**config.mk**
```make
export PLATFORM = sky130hd
export DESIGN_NAME = alu_seq_flat
export DESIGN_NICKNAME = d
export VERILOG_FILES = /design/src/rtl/alu_seq_if.sv /design/src/rtl/alu_seq.sv /design/src/flat_wrapper.sv
export SDC_FILE = /design/constraint.sdc
export NUM_CORES = 1
export LEC_CHECK = 0
export BUFFER_PORTS_ARGS = -buffer_cell sky130_fd_sc_hd__buf_2
export CORE_ASPECT_RATIO = 0.6
export CORE_MARGIN = 2
export CORE_UTILIZATION = 60
export DETAILED_ROUTE_END_ITERATION = 8
export PLACE_DENSITY = 0.92
export SLEW_MARGIN = 20
export SYNTH_ARGS = -nofsm -noshare
export SYNTH_HDL_FRONTEND = slang
export SYNTH_SLANG_ARGS = --single-unit
export TNS_END_PERCENT = 5
```
**constraint.sdc**
```tcl
create_clock -name clk -period 8.5 [get_ports clk]
set_input_delay 0.425 -clock clk [delete_from_list [all_inputs] [get_ports clk]]
set_output_delay 0.425 -clock clk [all_outputs]
set_load 0.02 [all_outputs]
```
**src/rtl/alu_seq_if.sv**
```systemverilog
// E-stage to multiply/divide unit bundle.
// The master is the pipeline; the slave is alu_seq.
interface alu_seq_if;
  logic        E_valid;
  logic [5:0]  E_op;
  logic [5:0]  E_func;
  logic [31:0] E_valA;
  logic [31:0] E_valB;
  logic        e_stall;
  logic [31:0] e_mdval;

  modport master (
    output E_valid, E_op, E_func, E_valA, E_valB,
    input  e_stall, e_mdval
  );

  modport slave (
    input  E_valid, E_op, E_func, E_valA, E_valB,
    output e_stall, e_mdval
  );
endinterface

```
**src/rtl/alu_seq.sv**
```systemverilog
// Iterative unsigned multiply/divide unit with HI/LO registers.
// Shift-add multiply, restoring divide, one bit per cycle.
module alu_seq #(
  parameter int MUL_CYC = 32,
  parameter int DIV_CYC = 32
) (
  input  logic        clk,
  input  logic        rst_n,
  alu_seq_if.slave    e,
  output logic        busy,
  output logic [31:0] hi,
  output logic [31:0] lo
);

  localparam logic [5:0] IROP    = 6'h00;
  localparam logic [5:0] F_MFHI  = 6'h10;
  localparam logic [5:0] F_MFLO  = 6'h12;
  localparam logic [5:0] F_MULTU = 6'h19;
  localparam logic [5:0] F_DIVU  = 6'h1B;

  localparam int MAXC = (MUL_CYC > DIV_CYC) ? MUL_CYC : DIV_CYC;
  localparam int CW   = $clog2(MAXC) + 1;

  typedef enum logic [1:0] {
    IDLE,
    MUL,
    DIV,
    DONE
  } state_t;

  state_t      state;
  logic [CW-1:0] cnt;
  logic [31:0] opA;
  logic [31:0] opB;
  logic [63:0] acc;

  logic        isR;
  logic        isMultu;
  logic        isDivu;
  logic        isMfhi;
  logic        isMflo;
  logic        accMul;
  logic        accDiv;
  logic [32:0] mulSum;
  logic [32:0] divSh;
  logic [32:0] divDiff;
  logic        divBit;
  logic [31:0] divRem;

  assign isR     = e.E_op == IROP;
  assign isMultu = isR && (e.E_func == F_MULTU);
  assign isDivu  = isR && (e.E_func == F_DIVU);
  assign isMfhi  = isR && (e.E_func == F_MFHI);
  assign isMflo  = isR && (e.E_func == F_MFLO);

  assign accMul = (state == IDLE) && e.E_valid && isMultu;
  assign accDiv = (state == IDLE) && e.E_valid && isDivu;

  // busy is forced low while reset is held, even before the reset edge
  assign busy = rst_n && (state != IDLE);

  assign e.e_stall = busy && e.E_valid &&
    (isMultu || isDivu || isMfhi || isMflo);

  always_comb begin
    e.e_mdval = '0;
    unique case (1'b1)
      isMfhi:  e.e_mdval = hi;
      isMflo:  e.e_mdval = lo;
      default: e.e_mdval = '0;
    endcase
  end

  // acc holds {product_hi, product_lo} or {remainder, quotient}
  assign mulSum  = {1'b0, acc[63:32]}
                 + (opB[0] ? {1'b0, opA} : 33'd0);
  assign divSh   = {acc[63:32], acc[31]};
  assign divDiff = divSh - {1'b0, opA};
  assign divBit  = divSh >= {1'b0, opA};
  assign divRem  = divBit ? divDiff[31:0] : divSh[31:0];

  always_ff @(posedge clk) begin
    if (!rst_n) begin
      state <= IDLE;
      cnt   <= '0;
      hi    <= '0;
      lo    <= '0;
      opA   <= '0;
      opB   <= '0;
      acc   <= '0;
    end else begin
      case (state)
        IDLE: begin
          if (accMul) begin
            opA   <= e.E_valA;
            opB   <= e.E_valB;
            acc   <= '0;
            cnt   <= CW'(MUL_CYC - 1);
            state <= MUL;
          end else if (accDiv) begin
            if (e.E_valB == '0) begin
              acc   <= {e.E_valA, 32'hFFFF_FFFF};
              cnt   <= '0;
              state <= DONE;
            end else begin
              opA   <= e.E_valB;
              acc   <= {32'd0, e.E_valA};
              cnt   <= CW'(DIV_CYC - 1);
              state <= DIV;
            end
          end
        end
        MUL: begin
          acc <= {mulSum, acc[31:1]};
          opB <= opB >> 1;
          cnt <= (cnt == '0) ? '0 : cnt - 1'b1;
          if (cnt == '0) state <= DONE;
        end
        DIV: begin
          acc <= {divRem, acc[30:0], divBit};
          cnt <= (cnt == '0) ? '0 : cnt - 1'b1;
          if (cnt == '0) state <= DONE;
        end
        DONE: begin
          hi    <= acc[63:32];
          lo    <= acc[31:0];
          state <= IDLE;
        end
        default: state <= IDLE;
      endcase
    end
  end

endmodule

```
**src/flat_wrapper.sv**
```systemverilog
// flat-port wrapper written by rule: the top's interface ports become plain ports
module alu_seq_flat 
#(
  parameter int MUL_CYC = 32,
  parameter int DIV_CYC = 32
)
  (clk, rst_n, busy, hi, lo, e_E_valid, e_E_op, e_E_func, e_E_valA, e_E_valB, e_e_stall, e_e_mdval);
  alu_seq_if e_i ();
  input  logic clk;
  input  logic rst_n;
  output logic busy;
  output logic [31:0] hi;
  output logic [31:0] lo;
  input wire logic [$bits(e_i.E_valid)-1:0] e_E_valid;
  input wire logic [$bits(e_i.E_op)-1:0] e_E_op;
  input wire logic [$bits(e_i.E_func)-1:0] e_E_func;
  input wire logic [$bits(e_i.E_valA)-1:0] e_E_valA;
  input wire logic [$bits(e_i.E_valB)-1:0] e_E_valB;
  output wire logic [$bits(e_i.e_stall)-1:0] e_e_stall;
  output wire logic [$bits(e_i.e_mdval)-1:0] e_e_mdval;
  assign e_i.E_valid = e_E_valid;
  assign e_i.E_op = e_E_op;
  assign e_i.E_func = e_E_func;
  assign e_i.E_valA = e_E_valA;
  assign e_i.E_valB = e_E_valB;
  assign e_e_stall = e_i.e_stall;
  assign e_e_mdval = e_i.e_mdval;
  alu_seq #(.MUL_CYC(MUL_CYC), .DIV_CYC(DIV_CYC)) u_core (.clk(clk), .rst_n(rst_n), .e(e_i), .busy(busy), .hi(hi), .lo(lo));
endmodule
```
# [After elaboration in Yosys (flattened, before gate mapping)]
# Cells that the tools add are included.
[classes] addsub=3 n_reduce_logical=28 muxes=22 n_lt_le_gt_ge=1 eq_ne=11
[op_table] operator="32-bit 2-to-1 mux" n=6
[op_table] operator="64-bit 2-to-1 mux" n=3
[op_table] operator="64-bit one-hot mux with 3 select lines" n=1
[op_table] operator="32-bit one-hot mux with 2 select lines" n=2
[op_table] operator="32-bit by 32-bit adder with 33-bit output" n=1
[op_table] operator="33-bit by 32-bit >= comparator with 1-bit output" n=1
[op_table] operator="32-bit zero test" n=1
[op_table] operator="32-bit subtractor" n=1
[op_table] operator="6-bit by 5-bit equality test with 1-bit output (second input constant)" n=4
[op_table] operator="6-bit 2-to-1 mux" n=3
[op_table] operator="6-bit zero test" n=2
[op_table] operator="6-bit one-hot mux with 2 select lines" n=1
[op_table] operator="1-bit logical AND" n=10
[op_table] operator="2-bit AND reduction" n=4
[op_table] operator="2-bit nonzero test" n=4
[op_table] operator="2-bit 2-to-1 mux" n=3
[op_table] operator="2-bit by 1-bit != test with 1-bit output (second input constant)" n=3
[op_table] operator="2-bit one-hot mux with 3 select lines" n=1
[op_table] operator="6-bit by 1-bit subtractor with 6-bit output (second input constant)" n=1
[op_table] operator="5-bit 2-to-1 mux" n=1
[op_table] operator="2-bit equality test (second input constant)" n=2
[op_table] operator="1-bit logical OR" n=3
[op_table] operator="3-bit by 1-bit != test with 1-bit output (second input constant)" n=1
[op_table] operator="3-bit AND reduction" n=1
[op_table] operator="other kinds (5)" n=5
[totals] output_inout_bits=98 in_bits=79 wordCells=72 regBits=200

# [Logic depth before layout (Yosys ltp)]
[depth] word_depth=6 mapped_depth=14 mapped_depth_nobuf=13

# [Worst setup path after synthesis]
# Ideal clock, no wire load.
[synth_path] kind="reg-to-reg" from="register u_core.opB[0]" to="register u_core.acc[59]" path_buffers=1 t_arrival_ps=2868 path_stages_with_launch=15 path_slack_ps=5512 cell_sequence="dfxtp_1 clkbuf_1 and2_1 ha_1 inv_1 fa_1 nor2b_1 o211ai_1 a21boi_0 o2111a_1 a31oi_1 o21ai_0 mux2i_1 nor2_1 a211o_1"
[synth_via] elab_chain_cells=3
[synth_lines] item="from (decl)" line_no="alu_seq.sv:34" text="logic [31:0] opB;"
[synth_lines] item="from (signal assigned)" line_no="alu_seq.sv:96" text="opB <= e.E_valB;"
[synth_lines] item="from (signal assigned)" line_no="alu_seq.sv:115" text="opB <= opB >> 1;"
[synth_lines] item="32-bit 2-to-1 mux" line_no="alu_seq.sv:76" text="+ (opB[0] ? {1'b0, opA} : 33'd0);"
[synth_lines] item="32-bit by 32-bit adder with 33-bit output" line_no="alu_seq.sv:76"
[synth_lines] item="64-bit one-hot mux with 3 select lines" line_no="alu_seq.sv:92" text="case (state)"
[synth_lines] item="to (signal assigned)" line_no="alu_seq.sv:102" text="acc <= {e.E_valA, 32'hFFFF_FFFF};"
[synth_lines] item="to (signal assigned)" line_no="alu_seq.sv:107" text="acc <= {32'd0, e.E_valA};"
[synth_lines] item="to (signal assigned)" line_no="alu_seq.sv:114" text="acc <= {mulSum, acc[31:1]};"
[synth_lines] item="to (decl)" line_no="alu_seq.sv:35" text="logic [63:0] acc;"
# No other way between the ends.
# A chain may end at the register's enable or synchronous reset.

# [Worst setup path in the final report]
[layout_path] from="register u_core.opB[0]" to="register u_core.acc[63]"
# The elaborated chain is that of the path after synthesis.

==> summary.md <==
| Metric | Value |
|---|---|
| Final setup viols | 0 |
| Crit path required time | 8.87 ns |
| Initial core utilization | 0.6081 |
| H-Tree Depth | 4 |
| Crit path largest cell delay | 0.60 ns |
| Detail Route Antenna Nets | 0 |
| WS Path Type | reg -> reg |
| DRT Pass-1 Iters | 7 |
| DP Wirelength | 35420 µm |
| GR Overflow Total | 0 |
| Cell Chain, Critical Path | buf_4 > and2_1 > ha_1 > inv_1 > fa_1 > nor2b_1 > o211ai_1 > a21boi_0 > o21a_1 > a22oi_1 > a21oi_1 > nand4_1 > a31o_2 > a41oi_1 |
| DRC | 0 |
| Vias | 14620 |
| Synth top area share | 0.2859 |
| Vertical die dimension | 122.3 µm |
| Hold/Removal Path Class | in -> reg |
| CTS sink count | 200 |
| Max Clock Freq | 248.3 MHz |
| CTS Hold Buffers Added | 0 |
| Worst-case clock skew | 0.007934 ns |
| Yosys warning count | 0 |
| Placed Area | 14900 µm² |
| CP Data Arrival Time | 4.40 ns |
| Final Hold Vio Count | 0 |
| Die Wd | 201.2 µm |
| Fraction of layout cells with a size suffix above 1 | 0.1445 |
| CTS buffer count | 17 |
| Number of fill cells | 1874 |
| Global-route wire length before repair | 74670 µm |
| Avg Inst Size Synth | 7.943 µm² |
| Clock-pin slew on the worst setup and hold paths | 0.08 ns |
| Final Net Count | 1994 |
| WL final | 49140 µm |
| Final instance area | 15490 µm² |
| Fin Setup TNS | 0 ns |
| Main synth FF type | dfxtp_1 |
| PortBufs | 176 |
| Ys async rst share | 0 |
| Clk buf depth | 2 |
| Largest net degree at the start of global routing | 79 |
| CTS root buf | clkbuf_16 |
| Post-CTS Setup Bufs | 0 |
| Slowest cell on crit path | a21boi_0 |
| CTS tree | yes |
| PD cells | 300.5 nW/µm² |
| IO Count | 177 |
| Core footprint | 23030 µm² |
| Wirelength per Cell | 22.62 µm |
| Worst slew margin | 0.2985 |
| Die ar. | 24620 µm² |
| Max Cap Viol | 0 |
| Final min period | 4.028 ns |
| Vias in the first global route | 13060 |
| Period utilization | 0.4739 |
| Max FO, Critical Path | 33 |
| Clock latency on the worst-skew pair | 0.45 ns |
| Gr usage total | 0.3889 |
| Leakage | 6.209 nW |
| DRC violation total after the first TritonRoute iteration | 1951 |
| Cells after Synth | 1763 |
| Slew Limit Fails | 0 |
| Synthesis-to-layout area growth | 10.61% |
| Area leader, netlist | dfxtp_1 |
| Top-count cell post-synth | nor2_1 |
| Post-synth EDFFs | 0 |
| Synthesized flop and latch total | 200 |
| Vias/cell | 6.731 |
| Mapped Area | 14000 µm² |
| Cells taking the most area after synthesis | dfxtp_1 29%, mux2i_1 12%, nor2_1 7.4% |
| Status | finished, final reports clean |
| # resized after CTS | 0 |
| Startpoint class of the critical path | flip-flop |
| Slew @ Worst Pin | 1.052 ns |
| RSZ-0062 raised after global routing | false |
| Synth Net Count | 1915 |
| Gpl congestion | 1.020 |
| Antenna violations before repair | 3 |
| Synth cell count leaders | 275 x nor2_1, 200 x dfxtp_1, 165 x mux2i_1 |
| Row count | 43 |
| Worst VDD drop | 0.2534 mV |
| Sequential share of the synthesized area | 0.2859 |
| Netlist cell types | 79 |
| Crit end category | flip-flop |
## through the flow
stage	worst slack, ns	power [mW]	std cells	utilization	hold WS (ns)
2_1_floorplan	5.512	3.093	1763	-	0.4509
3_3_place_gp	4.774	3.640	2138	0.6472	0.4709
3_5_place_dp	4.681	3.707	2138	0.6472	0.4754
4_1_cts	4.657	4.538	2170	0.6724	0.2655
5_1_grt	4.352	4.867	2170	0.6724	0.2878
6_report	4.472	4.655	2172	0.6726	0.2703
## power by group
part	internal [mW]	total [mW]	leakage [nW]	switching, mW
registers	1.07	1.26	1.62	0.190
logic	0.970	2.57	4.30	1.60
clock network	0.422	0.828	0.284	0.406
## final timing paths
kind,slack [ns],cells after the start,endpoint,startpoint
setup / recovery,4.47,14,u_core.acc[63],u_core.opB[0]
hold / removal,0.27,3,u_core.opB[31],e_E_valB[31]
setup reg to reg,4.47,14,u_core.acc[63],u_core.opB[0]
hold reg to reg,0.49,2,u_core.opB[31],u_core.opB[31]
## layout by cell type (no fill, tap or decap), types with 4 or more instances in the layout
cell,instances
nor2_1,275
dfxtp_1,200
buf_2,176
mux2i_1,165
nand2_1,122
a21oi_1,110
o21ai_0,100
a211oi_1,87
ha_1,67
inv_1,53
and2_1,45
a22o_1,33
o311ai_0,30
a21o_1,26
xor2_1,26
xnor2_1,26
nor3_1,20
nand4_1,19
mux2_2,18
buf_4,18
clkbuf_16,17
nor2b_1,15
nand3_1,15
a31oi_1,14
nor4_1,13
o21a_1,13
o211ai_1,11
o21bai_1,10
a221oi_1,10
and3_1,9
o221ai_1,6
or3_1,5
o31ai_1,5
nand2b_1,5
clkinv_4,5
a211o_1,4
a221o_1,4
## sequential cells by signal, summed over array words and instances (netlist names)
signal        flops
u_core.acc       64
u_core.state      2
u_core.opB       32
u_core.hi        32
u_core.lo        32
u_core.cnt        6
u_core.opA       32
## routing by layer
metal,track usage,up-vias,part of all wire
met4,0.1471,2,0.040
met5,0,-,0.00022
met2,0.5714,1037,0.41
met3,0.1184,168,0.14
li1,-,6552,-
met1,0.5370,6860,0.42
## critical path, delay by kind of cell (launching register included)
| family | cells | cell delay, ns |
|---|---|---|
| AOI/OAI and AO/OA | 7 | 2.13 |
| adders and majority gates | 2 | 0.59 |
| buffers and inverters | 2 | 0.39 |
| DFF | 1 | 0.31 |
| and+or+nand+nor | 3 | 0.51 |
## cell families after synthesis
logic type / after synthesis / share of synthesized area
flip-flops: 200 / 0.2859
AO/OA/AOI/OAI: 509 / 0.2486
AND/OR/NAND/NOR: 557 / 0.1788
XOR/XNOR: 52 / 0.03252
adder cells (fa/ha/maj): 73 / 0.06630
buffers and inverters: 188 / 0.05468
multiplexers: 184 / 0.1332
## area by class of cell
type / instances / area [µm²] / share of cell area
Antenna cell: 2 / 5.005 / 0.0003231
Clock buffer: 19 / 442.9 / 0.02860
Clock inverter: 13 / 137.6 / 0.008886
Inverter: 54 / 205.2 / 0.01325
Multi-Input combinational cell: 1375 / 9284 / 0.5994
Sequential cell: 200 / 4004 / 0.2585
Tap cell: 315 / 394.1 / 0.02545
Timing Repair Buffer: 194 / 1016 / 0.06559
Note: power is estimated with default switching activity, not from simulation.
